<file path="src/rtl/lif_tdm_scheduler_if.sv">
// Bundle of the run-enable, stimulus-write and update-result signals of
// lif_tdm_scheduler. The slave modport is the scheduler; the master modport
// is whoever drives stimulus and consumes results.
// Optional macro LIF_SPIKE_COUNT_EN adds the spike-counter read port.
interface lif_tdm_scheduler_if #(
  parameter int N_NEURONS = 4,
  parameter int W         = 8
);
  localparam int IW = $clog2(N_NEURONS);

  logic          en;
  logic          stim_valid;
  logic [IW-1:0] stim_idx;
  logic [W-1:0]  stim_val;
  logic          stim_ready;
  logic          v_valid;
  logic [IW-1:0] v_idx;
  logic [W-1:0]  v_mem;
  logic          spike;
  logic          sweep_done;
`ifdef LIF_SPIKE_COUNT_EN
  logic [IW-1:0] cnt_idx;
  logic [7:0]    cnt_out;

  modport master (
    output en, stim_valid, stim_idx, stim_val, cnt_idx,
    input  stim_ready, v_valid, v_idx, v_mem, spike, sweep_done, cnt_out
  );
  modport slave (
    input  en, stim_valid, stim_idx, stim_val, cnt_idx,
    output stim_ready, v_valid, v_idx, v_mem, spike, sweep_done, cnt_out
  );
`else
  modport master (
    output en, stim_valid, stim_idx, stim_val,
    input  stim_ready, v_valid, v_idx, v_mem, spike, sweep_done
  );
  modport slave (
    input  en, stim_valid, stim_idx, stim_val,
    output stim_ready, v_valid, v_idx, v_mem, spike, sweep_done
  );
`endif
endinterface

</file>
<file path="src/rtl/lif_tdm_scheduler.sv">
// Time-division leaky-integrate-and-fire scheduler: one shared update
// datapath sweeps N_NEURONS virtual neurons round-robin, one per enabled
// cycle, with per-neuron membrane, pending-input and refractory state.
// Optional macro LIF_SPIKE_COUNT_EN adds saturating 8-bit per-neuron spike
// counters readable through cnt_idx/cnt_out.
module lif_tdm_scheduler #(
  parameter int N_NEURONS  = 4,
  parameter int W          = 8,
  parameter int LEAK_SHIFT = 3,
  parameter int THRESH     = 200,
  parameter int REFRAC     = 4
) (
  input logic                clk,
  input logic                reset,
  lif_tdm_scheduler_if.slave bus
);
  localparam int            IW       = $clog2(N_NEURONS);
  localparam logic [W-1:0]  THRESH_C = W'(THRESH);
  localparam logic [3:0]    REFRAC_C = 4'(REFRAC);
  localparam logic [IW-1:0] LAST_IDX = IW'(N_NEURONS - 1);

  logic [W-1:0]  v_q    [N_NEURONS];
  logic [W-1:0]  v_d    [N_NEURONS];
  logic [W-1:0]  pend_q [N_NEURONS];
  logic [W-1:0]  pend_d [N_NEURONS];
  logic [3:0]    rcnt_q [N_NEURONS];
  logic [3:0]    rcnt_d [N_NEURONS];
  logic [IW-1:0] ptr_q, ptr_d;

  logic          v_valid_q, spike_q, sweep_done_q;
  logic [IW-1:0] v_idx_q;
  logic [W-1:0]  v_mem_q;

  logic          accept;
  logic          refractory;
  logic          fire;
  logic [W-1:0]  v_p, pend_p, leak;
  logic [W:0]    sum_raw;
  logic [W-1:0]  sum_sat;
  logic [W-1:0]  new_v;
  logic [W:0]    add_raw;

  assign bus.stim_ready = bus.en;
  assign accept         = bus.en & bus.stim_valid;

  // Shared datapath: leak, integrate and threshold the neuron under ptr.
  // V - leak never underflows, so W+1 bits hold the sum without wrap.
  assign v_p        = v_q[ptr_q];
  assign pend_p     = pend_q[ptr_q];
  assign leak       = v_p >> LEAK_SHIFT;
  assign sum_raw    = {1'b0, v_p} - {1'b0, leak} + {1'b0, pend_p};
  assign sum_sat    = sum_raw[W] ? '1 : sum_raw[W-1:0];
  assign refractory = (rcnt_q[ptr_q] != 4'd0);
  assign fire       = !refractory && (sum_sat >= THRESH_C);
  assign new_v      = (refractory || fire) ? '0 : sum_sat;

  // Next-state for the neuron array: consume pend of the visited neuron
  // first, then merge the accepted stimulus, so a same-cycle write to the
  // visited neuron lands in its now-empty pend and is used next visit.
  always_comb begin
    // NOTE: every always_comb output gets a full default first so no path
    // leaves a variable unassigned and no latch is inferred.
    v_d     = v_q;
    pend_d  = pend_q;
    rcnt_d  = rcnt_q;
    ptr_d   = ptr_q;
    add_raw = '0;
    if (bus.en) begin
      v_d[ptr_q]    = new_v;
      pend_d[ptr_q] = '0;
      if (refractory) begin
        rcnt_d[ptr_q] = rcnt_q[ptr_q] - 4'd1;
      end else if (fire) begin
        rcnt_d[ptr_q] = REFRAC_C;
      end
      ptr_d = ptr_q + 1'b1;  // power-of-two count wraps naturally
    end
    if (accept) begin
      add_raw                = {1'b0, pend_d[bus.stim_idx]} + {1'b0, bus.stim_val};
      pend_d[bus.stim_idx]   = add_raw[W] ? '1 : add_raw[W-1:0];
    end
  end

  // State registers and the registered result of this cycle's update.
  always_ff @(posedge clk or posedge reset) begin
    if (reset) begin
      // NOTE: the neuron arrays are small register files that must start at
      // zero, so they are reset like any other state; sequential logic uses
      // non-blocking assignments throughout.
      for (int i = 0; i < N_NEURONS; i++) begin
        v_q[i]    <= '0;
        pend_q[i] <= '0;
        rcnt_q[i] <= '0;
      end
      ptr_q        <= '0;
      v_valid_q    <= 1'b0;
      v_idx_q      <= '0;
      v_mem_q      <= '0;
      spike_q      <= 1'b0;
      sweep_done_q <= 1'b0;
    end else begin
      v_q       <= v_d;
      pend_q    <= pend_d;
      rcnt_q    <= rcnt_d;
      ptr_q     <= ptr_d;
      v_valid_q <= bus.en;
      if (bus.en) begin
        v_idx_q      <= ptr_q;
        v_mem_q      <= new_v;
        spike_q      <= fire;
        sweep_done_q <= (ptr_q == LAST_IDX);
      end else begin
        spike_q      <= 1'b0;
        sweep_done_q <= 1'b0;
      end
    end
  end

  assign bus.v_valid    = v_valid_q;
  assign bus.v_idx      = v_idx_q;
  assign bus.v_mem      = v_mem_q;
  assign bus.spike      = spike_q;
  assign bus.sweep_done = sweep_done_q;

`ifdef LIF_SPIKE_COUNT_EN
  logic [7:0] cnt_q [N_NEURONS];

  // Per-neuron spike counters, saturating at 255, cleared only by reset.
  always_ff @(posedge clk or posedge reset) begin
    if (reset) begin
      for (int i = 0; i < N_NEURONS; i++) cnt_q[i] <= '0;
    end else if (bus.en && fire && (cnt_q[ptr_q] != 8'hFF)) begin
      cnt_q[ptr_q] <= cnt_q[ptr_q] + 8'd1;
    end
  end

  assign bus.cnt_out = cnt_q[bus.cnt_idx];
`endif

endmodule

</file>
<file path="src/flat_wrapper.sv">
// flat-port wrapper written by rule: the top's interface ports become plain ports
module lif_tdm_scheduler_flat 
#(
  parameter int N_NEURONS  = 4,
  parameter int W          = 8,
  parameter int LEAK_SHIFT = 3,
  parameter int THRESH     = 200,
  parameter int REFRAC     = 4
)
  (clk, reset, bus_en, bus_stim_valid, bus_stim_idx, bus_stim_val, bus_stim_ready, bus_v_valid, bus_v_idx, bus_v_mem, bus_spike, bus_sweep_done);
  lif_tdm_scheduler_if #(.N_NEURONS(N_NEURONS), .W(W)) bus_i ();
  input logic clk;
  input logic reset;
  input wire logic [$bits(bus_i.en)-1:0] bus_en;
  input wire logic [$bits(bus_i.stim_valid)-1:0] bus_stim_valid;
  input wire logic [$bits(bus_i.stim_idx)-1:0] bus_stim_idx;
  input wire logic [$bits(bus_i.stim_val)-1:0] bus_stim_val;
  output wire logic [$bits(bus_i.stim_ready)-1:0] bus_stim_ready;
  output wire logic [$bits(bus_i.v_valid)-1:0] bus_v_valid;
  output wire logic [$bits(bus_i.v_idx)-1:0] bus_v_idx;
  output wire logic [$bits(bus_i.v_mem)-1:0] bus_v_mem;
  output wire logic [$bits(bus_i.spike)-1:0] bus_spike;
  output wire logic [$bits(bus_i.sweep_done)-1:0] bus_sweep_done;
  assign bus_i.en = bus_en;
  assign bus_i.stim_valid = bus_stim_valid;
  assign bus_i.stim_idx = bus_stim_idx;
  assign bus_i.stim_val = bus_stim_val;
  assign bus_stim_ready = bus_i.stim_ready;
  assign bus_v_valid = bus_i.v_valid;
  assign bus_v_idx = bus_i.v_idx;
  assign bus_v_mem = bus_i.v_mem;
  assign bus_spike = bus_i.spike;
  assign bus_sweep_done = bus_i.sweep_done;
  lif_tdm_scheduler #(.N_NEURONS(N_NEURONS), .W(W), .LEAK_SHIFT(LEAK_SHIFT), .THRESH(THRESH), .REFRAC(REFRAC)) u_core (.clk(clk), .reset(reset), .bus(bus_i));
endmodule
</file>
<file path="config.mk">
export PLATFORM = sky130hd
export DESIGN_NAME = lif_tdm_scheduler_flat
export DESIGN_NICKNAME = d
export VERILOG_FILES = /design/src/rtl/lif_tdm_scheduler_if.sv /design/src/rtl/lif_tdm_scheduler.sv /design/src/flat_wrapper.sv
export SDC_FILE = /design/constraint.sdc
export NUM_CORES = 1
export LEC_CHECK = 0
export ABC_AREA = 0
export CAP_MARGIN = 20
export CORE_MARGIN = 3
export CORE_UTILIZATION = 50
export DETAILED_ROUTE_END_ITERATION = 10
export HOLD_SLACK_MARGIN = 0.08
export PLACE_DENSITY = 0.68
export SLEW_MARGIN = 0
export SYNTH_ARGS = -nofsm -noshare
export SYNTH_HDL_FRONTEND = slang
export SYNTH_SLANG_ARGS = --single-unit
</file>
<file path="constraint.sdc">
create_clock -name clk -period 5 [get_ports clk]
set_input_delay 1 -clock clk [delete_from_list [all_inputs] [get_ports clk]]
set_output_delay 1 -clock clk [all_outputs]
set_load 0.03 [all_outputs]
</file>
Word level (Yosys, flattened, before mapping)

Cells that the tools add are included.

Flip-flop bits (word level): 95
Input bits: 14
Output and inout port bits: 14
Word-level logic and storage cells: 75

Add/subtract/negate cells: 5
$lt $le $gt $ge: 5
Equal/unequal tests: 1
Muxes and demuxes: 30
Bitwise logic cells: 8
Reductions and logical operators: 8

Operators with widths:

| kind                  | number |
|---|---|
| $mux W8               | 11 |
| $bwmux W32            | 2 |
| $mux W32              | 2 |
| $bmux W8 S2           | 3 |
| $and A32 B32 Y32      | 1 |
| $demux W8 S2          | 2 |
| $mux W16              | 2 |
| $not A32 Y32          | 1 |
| $bwmux W16            | 1 |
| $and A12 B12 Y12      | 1 |
| $mux W4               | 3 |
| $not A12 Y12          | 1 |
| $add A8 B8 Y9         | 1 |
| $add A9 B8 Y9         | 1 |
| $sub A8 B5 Y9         | 1 |
| $bmux W4 S2           | 1 |
| $demux W4 S2          | 1 |
| $ge A8 B8 Y1 const B  | 1 |
| $ge A3 B3 Y1 const B  | 2 |
| $lt A3 B1 Y1 const B  | 2 |
| $not A2 Y3            | 2 |
| $or A4 B4 Y4          | 1 |
| $reduce_bool A4 Y1    | 1 |
| $sub A4 B1 Y4 const B | 1 |
| other kinds (9)       | 12 |

Depth between registers and ports, before layout

Gate-level depths: netlist of run 1.

Word-level depth: 15
Gate-level depth with buffers: 18
Mapped depth without buffers: 14

Worst setup path before layout of run 1

No wires, ideal clock.

Path kind: reg-to-reg
Start: register u_core.ptr_q[0]
End: register u_core.pend_q[13] (netlist name)
Library setup time: 154 ps
Arrival time: 4,091 ps
Required time: 4,846 ps
Slack: 754 ps
Cell stages (with the launch flop): 19
Path buffers: 4
Period minus slack after synthesis: 4,246 ps
Cell sequence: dfrtp_1 > buf_6 > buf_2 > clkbuf_1 > inv_1 > ha_1 > nand2_1 > clkbuf_1 > nand2_1 > nor2_1 > a311oi_1 > a21oi_1 > ha_1 > a21o_1 > a21oi_1 > o21bai_1 > mux2i_1 > a2111oi_0 > o21ai_0

RTL lines:

| item                   | line                     | RTL |
|---|---|---|
| from (decl)            | lif_tdm_scheduler.sv:28  | `logic [IW-1:0] ptr_q, ptr_d;` |
| from (signal assigned) | lif_tdm_scheduler.sv:105 | `ptr_q <= ptr_d;` |
| to (signal assigned)   | lif_tdm_scheduler.sv:103 | `pend_q <= pend_d;` |
| to (decl)              | lif_tdm_scheduler.sv:24  | `logic [W-1:0] pend_q [N_NEURONS];` |

Worst setup path in the final report of run 1

Start: register u_core.ptr_q[1]
End: register u_core.v_q[5] (netlist name)

Cells in the longest elaborated chain, start to end: 12
Elaborated cells between the ends (all ways): 25
Those cells by class: 2 x add/sub; 3 x order compare; 14 x mux; 1 x bitwise; 5 x reduce/logical

RTL lines:

| item                                       | line                     | RTL |
|---|---|---|
| $not A2 Y3 (implied by the code) (*)       | --                       |  |
| $bmux W8 S2                                | lif_tdm_scheduler.sv:48  | `assign v_p = v_q[ptr_q];` |
| $mux W8 (implied by the code) (2 in a row) | lif_tdm_scheduler.sv:48  |  |
| $sub A8 B5 Y9                              | lif_tdm_scheduler.sv:51  | `assign sum_raw = {1'b0, v_p} - {1'b0, leak} + {1'b0, pend_p};` |
| $add A9 B8 Y9                              | lif_tdm_scheduler.sv:51  |  |
| $mux W8                                    | lif_tdm_scheduler.sv:52  | `assign sum_sat = sum_raw[W] ? '1 : sum_raw[W-1:0];` |
| $ge A8 B8 Y1                               | lif_tdm_scheduler.sv:54  | `assign fire = !refractory && (sum_sat >= THRESH_C);` |
| $logic_and A1 B1 Y1                        | lif_tdm_scheduler.sv:54  |  |
| $logic_or A1 B1 Y1                         | lif_tdm_scheduler.sv:55  | `assign new_v = (refractory \|\| fire) ? '0 : sum_sat;` |
| $mux W8                                    | lif_tdm_scheduler.sv:55  |  |
| $bwmux W32 (*)                             | lif_tdm_scheduler.sv:69  | `v_d[ptr_q] = new_v;` |
| to (signal assigned)                       | lif_tdm_scheduler.sv:102 | `v_q <= v_d;` |
| to (decl)                                  | lif_tdm_scheduler.sv:22  | `logic [W-1:0] v_q [N_NEURONS];` |

Every way passes the cells marked *; elsewhere a longest branch is shown, timed or not. The select of a mux whose other input is x is not followed.
A chain may end at the register's enable or synchronous reset.

==> summary.md, run 1 <==
| Metric | Value |
|---|---|
| Hold Slack | just under 500 ps |
| Post-synthesis mux area share | between 10% and 20% |
| Post_cts resized | 0 |
| Vias in the first global route | 4532 |
| # port buffers | 27 |
| Async S/R FF share, synth | 100% |
| Synth Area in Compound Gates | between 10% and 20% |
| Largest net degree at the start of global routing | between 70 and 80 |
| Worst min path class | flop to flop |
| Xor/xnor cell area share of the yosys netlist | 1.86% |
| Worst slew pin tran | between 900 and 1000 ps |
| Routed WL | ~13000 um |
| Final Max Tran Viols | 0 |
| Clock Sinks | 95 |
| Count of cell types in the netlist | 50 |
| Final nets | 648 |
| Core Footprint | approximately 11000 sq um |
| Crit path largest cell delay | 890 ps |
| Post-CTS setup buffer count | 0 |
| Largest delay share family, worst path | adder cells |
| Avg Inst Size Synth | 9.78 sq um |
| Root buffer cell | clkbuf_16 |
| CP bufs+invs | 2 |
| DR pass1 iterations | 4 |
| Largest family of logic cells by synthesized area | compound AO/OA/AOI/OAI gates |
| Synth Cell Area | approximately 5700 sq um |
| Post-route ant nets | 0 |
| R2r setup slk | 630 ps |
| Worst Setup EP | u_core.v_q[5] |
| Nature of the critical path endpoint | flop |
| Clk_lat worst skew | approximately 350 ps |
| Initial antenna violation count | 0 |
| Tmin final | approximately 4400 ps |
| Syn-to-layout area delta | 13.6% |
| Via density | 5.95 |
| DR iter-0 viols | between 200 and 300 |
| DP Wirelength | around 9400 um |
| Post-synthesis register bit count | between 90 and 100 |
| Cells after synthesis | 579 |
| Cell depth of the worst setup path | 11 |
| Status | finished clean |
| Clock Skew | between 7 and 8 ps |
| Initial Util | between 50% and 60% |
| Worst Setup SP | u_core.ptr_q[1] |
| Most frequent cells in the layout | dfrtp_1 (95), nand2_1 (67), inv_1 (56) |
| Final Hold Viols | 0 |
| Worst reg-to-reg path cell count | 11 |
| Adder-cell share of the synthesized area | 7.86% |
| Post-synthesis sequential area ratio | 42.0% |
| Die H | approximately 110 um |
| Total nets after synthesis | roughly 630 |
| Fraction of layout cells with a size suffix above 1 | 13.5% |
| Crit Reg-Reg Endpoint | u_core.v_q[5] |
| Residual DRC | 0 |
| Antenna cells | 0 |
| Setup TNS | 0 ps |
| Crit path max fanout | just over 40 |
| Register clock-pin slew on the reported worst setup and hold paths | roughly 70 ps |
| Post-synthesis simple-gate area fraction | 12.7% |
| Die Wd | between 100 and 150 um |
| GRT overflow | 0 |
| Worst Path Required | 5240 ps |
| Site Rows | 38 |
| Tcrit/Tclk final | approximately 90% |
| Slew headroom | between 30% and 40% |
| WS Path Type | flop to flop |
| Yosys warns | 0 |
| Vias after detailed routing | around 4400 |
| R2R Path Start | u_core.ptr_q[1] |
| RSZ-0062 raised after global routing | no |
| Die area | ~13000 sq um |
| Final Util | 58.8% |
| Main synth FF type | dfrtp_1 |
| Hold-fix buffers, CTS | 0 |
| H-tree levels | 3 |
| Fmax | 229 MHz |
| First-pass GRT wire length | 22600 um |
| CP cell instances | mux4_2 -> fa_1 -> inv_1 -> fa_1 -> a21oi_1 -> o21ai_1 -> a21oi_1 -> xor2_1 -> o31ai_4 -> buf_4 -> o31ai_1 |
| Ports | 28 |
| Final setup violation count | 0 |
| TritonCTS clock tree | done |
| Overall global routing resource usage | between 20 and 25% |
| DR WL/cell | about 18 um |
| WP data arrival | ~4600 ps |
| Number of max-cap violations | 0 |
| EDFF count, synth | 0 |
| CP max stage cell | dfrtp_1 |
| CP startpoint kind | flop |
| Commonest non-fill, non-tap cell in the layout | dfrtp_1 |
| CTS max path bufs | 2 |
| GP Congestion | about 0.87 |
| CTS Buf Count | 9 |
[tightest hold or removal path, delay by kind of cell (launching register included)]
family,cells,cell delay (ps)
AND/OR/NAND/NOR,1,50
flip-flops,1,340
AO/OA/AOI/OAI,1,60
[kinds of logic (layout without fill, tap and decap cells)]
logic type | Yosys count | in the layout
buffers and inverters | 92 | 120
adders and majority gates | 32 | 32
xor gates and xnor gates | 12 | 12
AOI/OAI and AO/OA | 147 | 147
and+or+nand+nor | 156 | 156
DFF | 95 | 95
muxes | 45 | 45
[flip-flops by register name (all words and copies together) (netlist names)]
register               flops
u_core.v_q                32
u_core.bus.v_idx           2
u_core.rcnt_q             16
u_core.bus.v_valid         1
u_core.bus.spike           1
u_core.pend_q             32
u_core.bus.v_mem           8
u_core.ptr_q               2
u_core.bus.sweep_done      1
[metal layers]
layer  vias up  track usage, %  routed length (um)
met5         -               0                   0
met4         0            8.41                 317
met3        23            3.18                 545
met2       128            36.9                6330
met1      2200            30.4                6110
li1       2094               -                   -
[cell type report]
class / instances / area, sq um
clock buffer: 10 / 229
clock inverter: 6 / 91.3
fill: 967 / 4500
inverter: 58 / 220
multi-input combinational: 392 / 2930
sequential: 95 / 2380
tap: 140 / 175
timing repair buffer: 46 / 413
[worst min-delay path by stage]
stage / cells after the start / endpoint / startpoint / slack, ps
2_1_floorplan: 2 / u_core.v_q[10] / u_core.v_q[10] / 440
3_3_place_gp: 2 / u_core.v_q[19] / u_core.v_q[19] / 450
3_5_place_dp: 2 / u_core.v_q[10] / u_core.v_q[10] / 470
4_1_cts: 2 / u_core.v_q[10] / u_core.v_q[10] / 480
5_1_grt: 2 / u_core.v_q[2] / u_core.v_q[2] / 500
6_report: 2 / u_core.v_q[18] / u_core.v_q[18] / 480
[per-stage QoR]
stage	instance area [sq um]	instances	worst slack [ps]
2_1_floorplan	5660	579	754
3_3_place_gp	6110	731	705
3_5_place_dp	6110	731	567
4_1_cts	6430	747	631
5_1_grt	6430	747	362
6_report	6430	747	630
[cells in the mapped netlist (all sizes together) (2+ instances only)]
library cell,n,area (sq um)
dfrtp,95,2380
nand2,67,251
inv,57,214
o21ai,52,260
a21oi,41,205
nor2,28,105
nand3,27,135
ha,26,325
clkbuf,25,93.8
mux4,23,518
mux2,19,214
o31ai,14,110
nor3,11,55.1
buf,9,57.6
xnor2,8,70.1
a31oi,7,43.8
fa,6,120
o21a,6,45.0
a311oi,5,43.8
nand2b,5,31.3
o22ai,5,31.3
a21o,4,30.0
and2,4,25.0
xor2,4,35.0
mux2i,3,30.0
or3,3,18.8
nand4b,2,17.5
nor3b,2,31.3
o2111ai,2,17.5
o211a,2,20.0
o21bai,2,15.0
o221ai,2,17.5
or2,2,12.5
Power of run 1 is not shown: default switching activity piles up to over one toggle a cycle in this logic, so the estimate is an artifact.
==> inputs of run 2 (changes only) <==
--- a/config.mk
+++ b/config.mk
@@ -6,7 +6,6 @@
 export NUM_CORES = 1
 export LEC_CHECK = 0
 export ABC_AREA = 0
-export CAP_MARGIN = 20
 export CORE_MARGIN = 3
 export CORE_UTILIZATION = 50
 export DETAILED_ROUTE_END_ITERATION = 10
==> results of run 2 <==
The final DEF is identical to that of run 1; final timing and power are the same.
Power of run 2 is left out for the same reason.
==> inputs of run 3 (changes only) <==
--- a/config.mk
+++ b/config.mk
@@ -7,10 +7,9 @@
 export LEC_CHECK = 0
 export ABC_AREA = 0
 export CORE_MARGIN = 3
-export CORE_UTILIZATION = 50
+export CORE_UTILIZATION = 40
 export DETAILED_ROUTE_END_ITERATION = 10
 export HOLD_SLACK_MARGIN = 0.08
-export PLACE_DENSITY = 0.68
 export SLEW_MARGIN = 0
 export SYNTH_ARGS = -nofsm -noshare
 export SYNTH_HDL_FRONTEND = slang
==> run 3 against run 2 <==
Compared with the run above:
- non-clock buffer count is 1 lower
- critical path depth is 2 higher
- fmax rose by 1.9%
- wire length rose by 1.2%
- cell count rose by 4.6%
- die area up 24%
- via count decreased by 2.1%
==> summary.md, run 3 (synthesized netlist as in run 1, its figures left out) <==
| Metric | Value |
|---|---|
| WS Path Type | flop to flop |
| Crit path largest cell delay | around 840 ps |
| Number of max-cap violations | 0 |
| Die Wd | roughly 120 um |
| Post_cts resized | 0 |
| Clock Sinks | 95 |
| Via density | roughly 5.6 |
| Setup TNS | 0 ps |
| Register Area | between 2000 and 2500 sq um |
| Worst Hold Depth | 2 |
| Die H | around 120 um |
| Residual DRC | 0 |
| Largest net degree at the start of global routing | 73 |
| GP Congestion | between 0.8 and 0.9 |
| Initial antenna violation count | 0 |
| CP cell instances | buf_4 -> mux4_2 -> inv_1 -> fa_1 -> inv_1 -> fa_1 -> a21oi_1 -> o21ai_1 -> a21oi_1 -> xor2_1 -> o31ai_4 -> buf_12 -> o31ai_1 |
| Final setup violation count | 0 |
| # port buffers | 27 |
| Ports | 28 |
| Multi-input logic area | 2930 sq um |
| Final nets | 647 |
| Tcrit/Tclk final | between 80 and 90% |
| CTS Buf Count | 9 |
| Final std cells w/o fill | 781 |
| CP max stage cell | dfrtp_1 |
| Slew headroom | between 30% and 40% |
| Die area | 15600 sq um |
| Worst slew pin tran | between 900 and 1000 ps |
| Worst Path Required | 5250 ps |
| DR iter-0 viols | 252 |
| Fraction of layout cells with a size suffix above 1 | between 10% and 20% |
| Nature of the critical path endpoint | flop |
| Worst Hold Path EP | u_core.v_q[11] |
| Commonest non-fill, non-tap cell in the layout | dfrtp_1 |
| Worst reg-to-reg path cell count | 13 |
| Hold-fix buffers, CTS | 0 |
| R2R Path Start | u_core.ptr_q[1] |
| Final Hold Viols | 0 |
| Vias in the first global route | ~4400 |
| Overall global routing resource usage | around 18% |
| Root buffer cell | clkbuf_16 |
| Dpl cells | ~770 |
| Register clock-pin slew on the reported worst setup and hold paths | ~70 ps |
| DR pass1 iterations | 4 |
| WP data arrival | between 4000 and 5000 ps |
| Fillcell total | between 1000 and 1500 |
| Routed WL | around 13000 um |
| Vias after detailed routing | approximately 4400 |
| CP bufs+invs | 4 |
| Post-CTS setup buffer count | 0 |
| CTS max path bufs | 2 |
| H-tree levels | 3 |
| Site Rows | 42 |
| Clk_lat worst skew | about 350 ps |
| Status | finished clean |
| Final Max Tran Viols | 0 |
| Syn-to-layout area delta | 14.0% |
| First-pass GRT wire length | between 20000 and 25000 um |
| GRT overflow | 0 |
| Tmin final | ~4300 ps |
| TritonCTS clock tree | done |
| Most frequent cells in the layout | dfrtp_1 (95), nand2_1 (67), inv_1 (56) |
| Crit path max fanout | 39 |
| Initial Util | about two fifths |
| RSZ-0062 raised after global routing | no |
| Post-route ant nets | 0 |
| Crit Reg-Reg Endpoint | u_core.v_q[10] |
| Worst min path class | flop to flop |
| Final Util | 47.6% |
| Core Footprint | ~14000 sq um |
| DR WL/cell | between 15 and 20 um |
| Fmax | 233 MHz |
| Largest regs | u_core.pend_q: 32 flops, u_core.v_q: 32 flops, u_core.rcnt_q: 16 flops |
| Antenna cells | 0 |
| Largest delay share family, worst path | compound AO/OA/AOI/OAI gates |
| Worst hold start | u_core.v_q[11] |
| DP Wirelength | about 9600 um |
| CP startpoint kind | flop |
| Clock Skew | between 10 and 15 ps |
| R2r setup slk | roughly 700 ps |
run 3: how the worst max path moves through the flow:
stage | startpoint | endpoint | slack [ps] | cells past startpoint
6_report | u_core.ptr_q[1] | u_core.v_q[10] | 710 | 13
5_1_grt | u_core.ptr_q[0] | u_core.pend_q[5] | 300 | 16
4_1_cts | u_core.ptr_q[0] | u_core.v_q[10] | 720 | 13
3_5_place_dp | bus_en | u_core.pend_q[5] | 570 | 14
3_3_place_gp | bus_en | u_core.pend_q[13] | 610 | 14
2_1_floorplan | u_core.ptr_q[0] | u_core.pend_q[13] | 750 | 18
run 3: area by class of cell:
cell class | instances | area share (%)
clock buffer | 11 | 3.61
clock inverter | 4 | 0.737
tap | 176 | 3.41
inverter | 58 | 3.41
timing repair buffer | 45 | 6.67
sequential | 95 | 36.8
multi-input combinational | 392 | 45.3
run 3: routing by layer:
layer / track usage, % / up-vias / part of all wire, %
met5: 0 / - / 0
met4: 6.25 / 0 / 1.8
met3: 3.16 / 19 / 3.4
met2: 28.1 / 94 / 47
met1: 25.3 / 2159 / 48
li1: - / 2080 / -
run 3: tightest hold or removal path, cell delays in order, from the launching register on:
cell	delay, ps
dfrtp_1	340
nand2_1	50
o31ai_1	50
run 3: stage by stage:
| step | worst slack, ps | cell area (sq um) | hold slack, ps |
|---|---|---|---|
| global placement | 613 | 6170 | 458 |
| global route | 304 | 6450 | 499 |
| finish | 713 | 6450 | 479 |
| floorplan | 754 | 5660 | 443 |
| detailed placement | 571 | 6170 | 467 |
| CTS | 715 | 6450 | 481 |
Power of run 3 is left out for the same reason.
==> RTL edit 1: new RTL, flow settings as in run 1 <==
`W` is set to 8 in 3 places; all go to 9.
--- a/src/rtl/lif_tdm_scheduler_if.sv
+++ b/src/rtl/lif_tdm_scheduler_if.sv
@@ -5,5 +5,5 @@
 interface lif_tdm_scheduler_if #(
   parameter int N_NEURONS = 4,
-  parameter int W         = 8
+  parameter int W         = 9
 );
   localparam int IW = $clog2(N_NEURONS);
--- a/src/rtl/lif_tdm_scheduler.sv
+++ b/src/rtl/lif_tdm_scheduler.sv
@@ -6,5 +6,5 @@
 module lif_tdm_scheduler #(
   parameter int N_NEURONS  = 4,
-  parameter int W          = 8,
+  parameter int W          = 9,
   parameter int LEAK_SHIFT = 3,
   parameter int THRESH     = 200,
--- a/src/flat_wrapper.sv
+++ b/src/flat_wrapper.sv
@@ -3,5 +3,5 @@
 #(
   parameter int N_NEURONS  = 4,
-  parameter int W          = 8,
+  parameter int W          = 9,
   parameter int LEAK_SHIFT = 3,
   parameter int THRESH     = 200,
Interface: changed (resized bus_stim_val and bus_v_mem); port bits go from 28 to 30. No check against the original RTL was run, so the function may have changed too.
==> RTL edit 1 against run 1 <==
- global-route usage up 0.97 points
- sequential cell count rose by 9
- wire length rose by 20%
- clock skew about the same
- setup slack worse by 170 ps
- cell area is 11% higher
- area after synthesis grew 12%
- critical path depth is 2 higher
- critical endpoint is now u_core.v_q[27]
Power is left out: the tool's default activity adds up to more than one toggle a clock period on the data nets, which glitch-free logic cannot reach.
==> RTL edit 1: results (changes against run 1) <==
----------------------------------------------------
[Status]
  Run status ... finished clean

[Worst setup path]
  Worst-path fanout max ... 38 (-7.3%)
  Arrival time worst endpoint ... 4770 ps (+160 ps)
  Critical Path Source ... u_core.ptr_q[1]
  Endpoint of the lowest-slack register-to-register path ... u_core.v_q[27]
  Reg-to-reg slack, setup ... 460 ps (-170 ps)
  Worst R2R Path Depth ... 13 (+2)
  Crit path kind ... reg2reg

[Clock network]
  Post-CTS resize count ... 0 (unchanged)
  Clock root buffer master ... sky130_fd_sc_hd__clkbuf_16
  Number of setup buffers added after CTS ... 0 (unchanged)
  CTS clock-pin slew for the worst setup and hold paths ... 70 ps (about the same)
  TritonCTS Buffers ... 9 (unchanged)
  Maximum level of the CTS H-tree ... 3 (unchanged)
  CTS max path bufs ... 2 (unchanged)
  Latest clock arrival within the worst-skew pair ... 350 ps (about the same)

[Layout]
  Layout cells sized above 1 ... 13.2% (-0.30 points)
  Largest regs ... u_core.pend_q: 36 flops, u_core.v_q: 36 flops, u_core.rcnt_q: 16 flops
  Nets ... 719 (+11%)
  Antenna Diode Count ... 0 (unchanged)

[Job]
  Number of max-cap violations ... 0 (unchanged)

[Drt]
  Routed WL per cell ... 18.9 microns (+6.0%)
  Via/cell ratio ... 6.20 (+4.2%)
  Vias ... 5221 (+17%)
  Number of iterations in the first detailed-routing pass ... 5 (+1)
  Drt first-iter violations ... 400 (+37%)

[Timing]
  Worst slew margin relative to its limit ... 24.3% (-12 points)
  Fin Setup TNS ... 0 ps (unchanged)
  Worst hold slack ... 482 ps (-0.922 ps)
  Worst setup skew after layout ... 7.43 ps (+0.0429 ps)

[Hold path]
  Hold path cells ... 2 (unchanged)
  End point of the most critical hold path ... u_core.v_q[10]
  Hold Crit Class ... reg2reg
  Startpoint of the lowest-slack hold path ... u_core.v_q[10]

[Synth]
  Synthesis warning total ... 0 (unchanged)
  Count of different cell masters after synthesis ... 60 (+20%)
  Share of synthesized area occupied by flip-flops and latches ... 40.9% (-1.1 points)
  Synth area leaders ... sky130_fd_sc_hd__dfrtp_1 41%, sky130_fd_sc_hd__mux4_2 7.8%, sky130_fd_sc_hd__a21oi_1 7.2%
  Mean instance size in the synthesized netlist ... 9.70 sq um (-0.88%)
  Most frequent cells after synthesis ... 104 x sky130_fd_sc_hd__dfrtp_1, 92 x sky130_fd_sc_hd__a21oi_1, 62 x sky130_fd_sc_hd__nand2_1, 50 x sky130_fd_sc_hd__inv_1, 36 x sky130_fd_sc_hd__clkbuf_1
  Mapped Nets ... 706 (+13%)
  Ys async rst share ... 100% (unchanged)

[GRT]
  Global-route wire length before repair ... 26200 microns (+16%)
  Total global routing track utilization ... 23.4% (+0.97 points)
  Antenna violations before repair ... 0 (unchanged)
  Pin count of the biggest net entering global routing ... 88 (+16%)

[Placed design]
  Placed cell count ... 824 (+13%)
  Port Buffer Count ... 29 (+7.4%)
  Final weighted congestion in routability-driven placement ... 0.931 (+7.4%)
  Half-perimeter wire length after placement ... 11300 microns (+20%)

----------------------------------------------------
## RTL edit 1: stage by stage
| stage | setup slack (ps) | cell area (sq um) |
|---|---|---|
| 6_report | 458 | 7150 |
| 5_1_grt | 293 | 7150 |
| 4_1_cts | 503 | 7110 |
| 3_5_place_dp | 451 | 6810 |
| 3_3_place_gp | 528 | 6810 |
| 2_1_floorplan | 617 | 6360 |
## RTL edit 1: area by class of cell
class,instances,area [sq um]
clock inverter,3,40.0
multi-input combinational,451,3340
fill,1066,5060
clock buffer,13,260
tap,168,210
timing repair buffer,53,507
inverter,50,190
sequential,104,2600
## RTL edit 1: routing by layer
metal,global-route usage (%),up-vias,wire length (microns)
li1,-,2401,-
met1,31.3,2563,6890
met2,35.7,218,7490
met3,5.02,39,1020
met4,12.5,0,510
met5,0,-,0
## RTL edit 1: cell families (layout without fill, tap and decap cells)
family | count (synthesis) | count (layout) | share of synthesized area, %
buf+inv | 101 | 119 | 6.67
xor+xnor | 14 | 14 | 1.93
simple gates | 157 | 157 | 11.7
mux | 29 | 29 | 9.01
flops | 104 | 104 | 40.9
fa+ha+maj | 35 | 35 | 7.71
compound gates | 216 | 216 | 22.1
## RTL edit 1: critical path: stages (launching register included)
cell and delay (ps):
sky130_fd_sc_hd__dfrtp_1 760, sky130_fd_sc_hd__buf_4 320, sky130_fd_sc_hd__mux4_2 370, sky130_fd_sc_hd__inv_1 100, sky130_fd_sc_hd__fa_1 410, sky130_fd_sc_hd__inv_1 70, sky130_fd_sc_hd__ha_1 280, sky130_fd_sc_hd__a21oi_2 340
sky130_fd_sc_hd__nor4b_2 340, sky130_fd_sc_hd__a21oi_1 110, sky130_fd_sc_hd__a32o_1 310, sky130_fd_sc_hd__o211ai_4 580, sky130_fd_sc_hd__buf_12 280, sky130_fd_sc_hd__o21ai_0 120
==> RTL edit 2: new RTL, config.mk and constraints of run 1 <==
Without the edit above. `THRESH` is set to 200 in 2 places; all go to 128.
--- a/src/rtl/lif_tdm_scheduler.sv
+++ b/src/rtl/lif_tdm_scheduler.sv
@@ -8,5 +8,5 @@
   parameter int W          = 8,
   parameter int LEAK_SHIFT = 3,
-  parameter int THRESH     = 200,
+  parameter int THRESH     = 128,
   parameter int REFRAC     = 4
 ) (
--- a/src/flat_wrapper.sv
+++ b/src/flat_wrapper.sv
@@ -5,5 +5,5 @@
   parameter int W          = 8,
   parameter int LEAK_SHIFT = 3,
-  parameter int THRESH     = 200,
+  parameter int THRESH     = 128,
   parameter int REFRAC     = 4
 )
Formal check against the unedited RTL: not equivalent (a bounded check fails within 4 cycles, from zero or initial values and one cycle with reset high).
==> RTL edit 2 against run 1 <==
- sequential cell count is the same
- wire length shrank 4.8%
- setup slack lost 63 ps
- via count shrank 2.4%
- worst hold slack lost 3.0 ps
- cell area shrank 4.2%
- critical path depth grew 1
- area after synthesis shrank 1.7%
- highest routed layer unchanged
Power is not shown: default switching activity piles up to over one toggle a cycle in this logic, so the estimate is an artifact.
==> RTL edit 2: results (changes against run 1) <==
----------------------------------------------------
[Worst setup path]
  Worst-path fanout max ... 38 (-7.3%)
  Endpoint of the lowest-slack register-to-register path ... u_core.v_q[12]
  Arrival time worst endpoint ... 4690 ps (+80 ps)
  CP max stage cell ... sky130_fd_sc_hd__dfrtp_2
  Slowest stage delay, CP ... 560 ps (-330 ps)

[Layout]
  Layout cells sized above 1 ... 10.9% (-2.6 points)

[Clock network]
  Clock root buffer master ... sky130_fd_sc_hd__clkbuf_8
  CTS clock-pin slew for the worst setup and hold paths ... 90 ps (+20 ps)

[Synth]
  Synth area leaders ... sky130_fd_sc_hd__dfrtp_1 43%, sky130_fd_sc_hd__mux4_2 8.1%, sky130_fd_sc_hd__ha_1 5.8%
  Post-synthesis mux area share ... 9.68% (-3.8 points)
  Mean instance size in the synthesized netlist ... 9.41 sq um (-3.8%)
  Share of synthesized cell area in full adder, half adder and majority cells ... 8.00% (+0.13 points)

[Drt]
  Number of iterations in the first detailed-routing pass ... 5 (+1)
  Vias ... 4339 (-2.4%)
  Met2 routed WL ... 5780 microns (-8.8%)
  Routed WL per cell ... 16.9 microns (-5.3%)
  Routed length on met1 ... 5910 microns (-3.3%)
  Drt first-iter violations ... 333 (+14%)

[GRT]
  Global-route wire length before repair ... 21300 microns (-6.1%)
  Via count of the first global-routing pass ... 4161 (-8.2%)

[Timing]
  Worst hold slack ... 480 ps (-2.98 ps)

[Status]
  Run status ... finished clean

[Placed design]
  Placement-stage worst setup slack ... 158 ps (-409 ps)
  Half-perimeter wire length after placement ... 9090 microns (-3.1%)

[Hold path]
  End point of the most critical hold path ... u_core.v_q[28]

----------------------------------------------------
## RTL edit 2: cell types whose count changed after synthesis, moves of 5 or more
cell and change:
sky130_fd_sc_hd__nand2_1 +19, sky130_fd_sc_hd__buf_1 +6, sky130_fd_sc_hd__mux2_2 -12, sky130_fd_sc_hd__o21ai_1 -21, sky130_fd_sc_hd__o41ai_1 +5, sky130_fd_sc_hd__nor3_1 -7, sky130_fd_sc_hd__o21ai_0 +23, sky130_fd_sc_hd__nor2_1 +8
## RTL edit 2: layout make-up
| class | instances | area share, % |
|---|---|---|
| inverter | 60 | 3.67 |
| clock inverter | 5 | 0.812 |
| tap | 136 | 2.76 |
| timing repair buffer | 44 | 6.45 |
| sequential | 95 | 38.6 |
| clock buffer | 10 | 2.07 |
| multi-input combinational | 401 | 45.6 |
## RTL edit 2: repair_timing
action	in CTS	in global routing
hold endpoints to repair	0	0
endpoints found under the setup margin	0	35
gates resized for setup	0	2
hold buffers	0	0
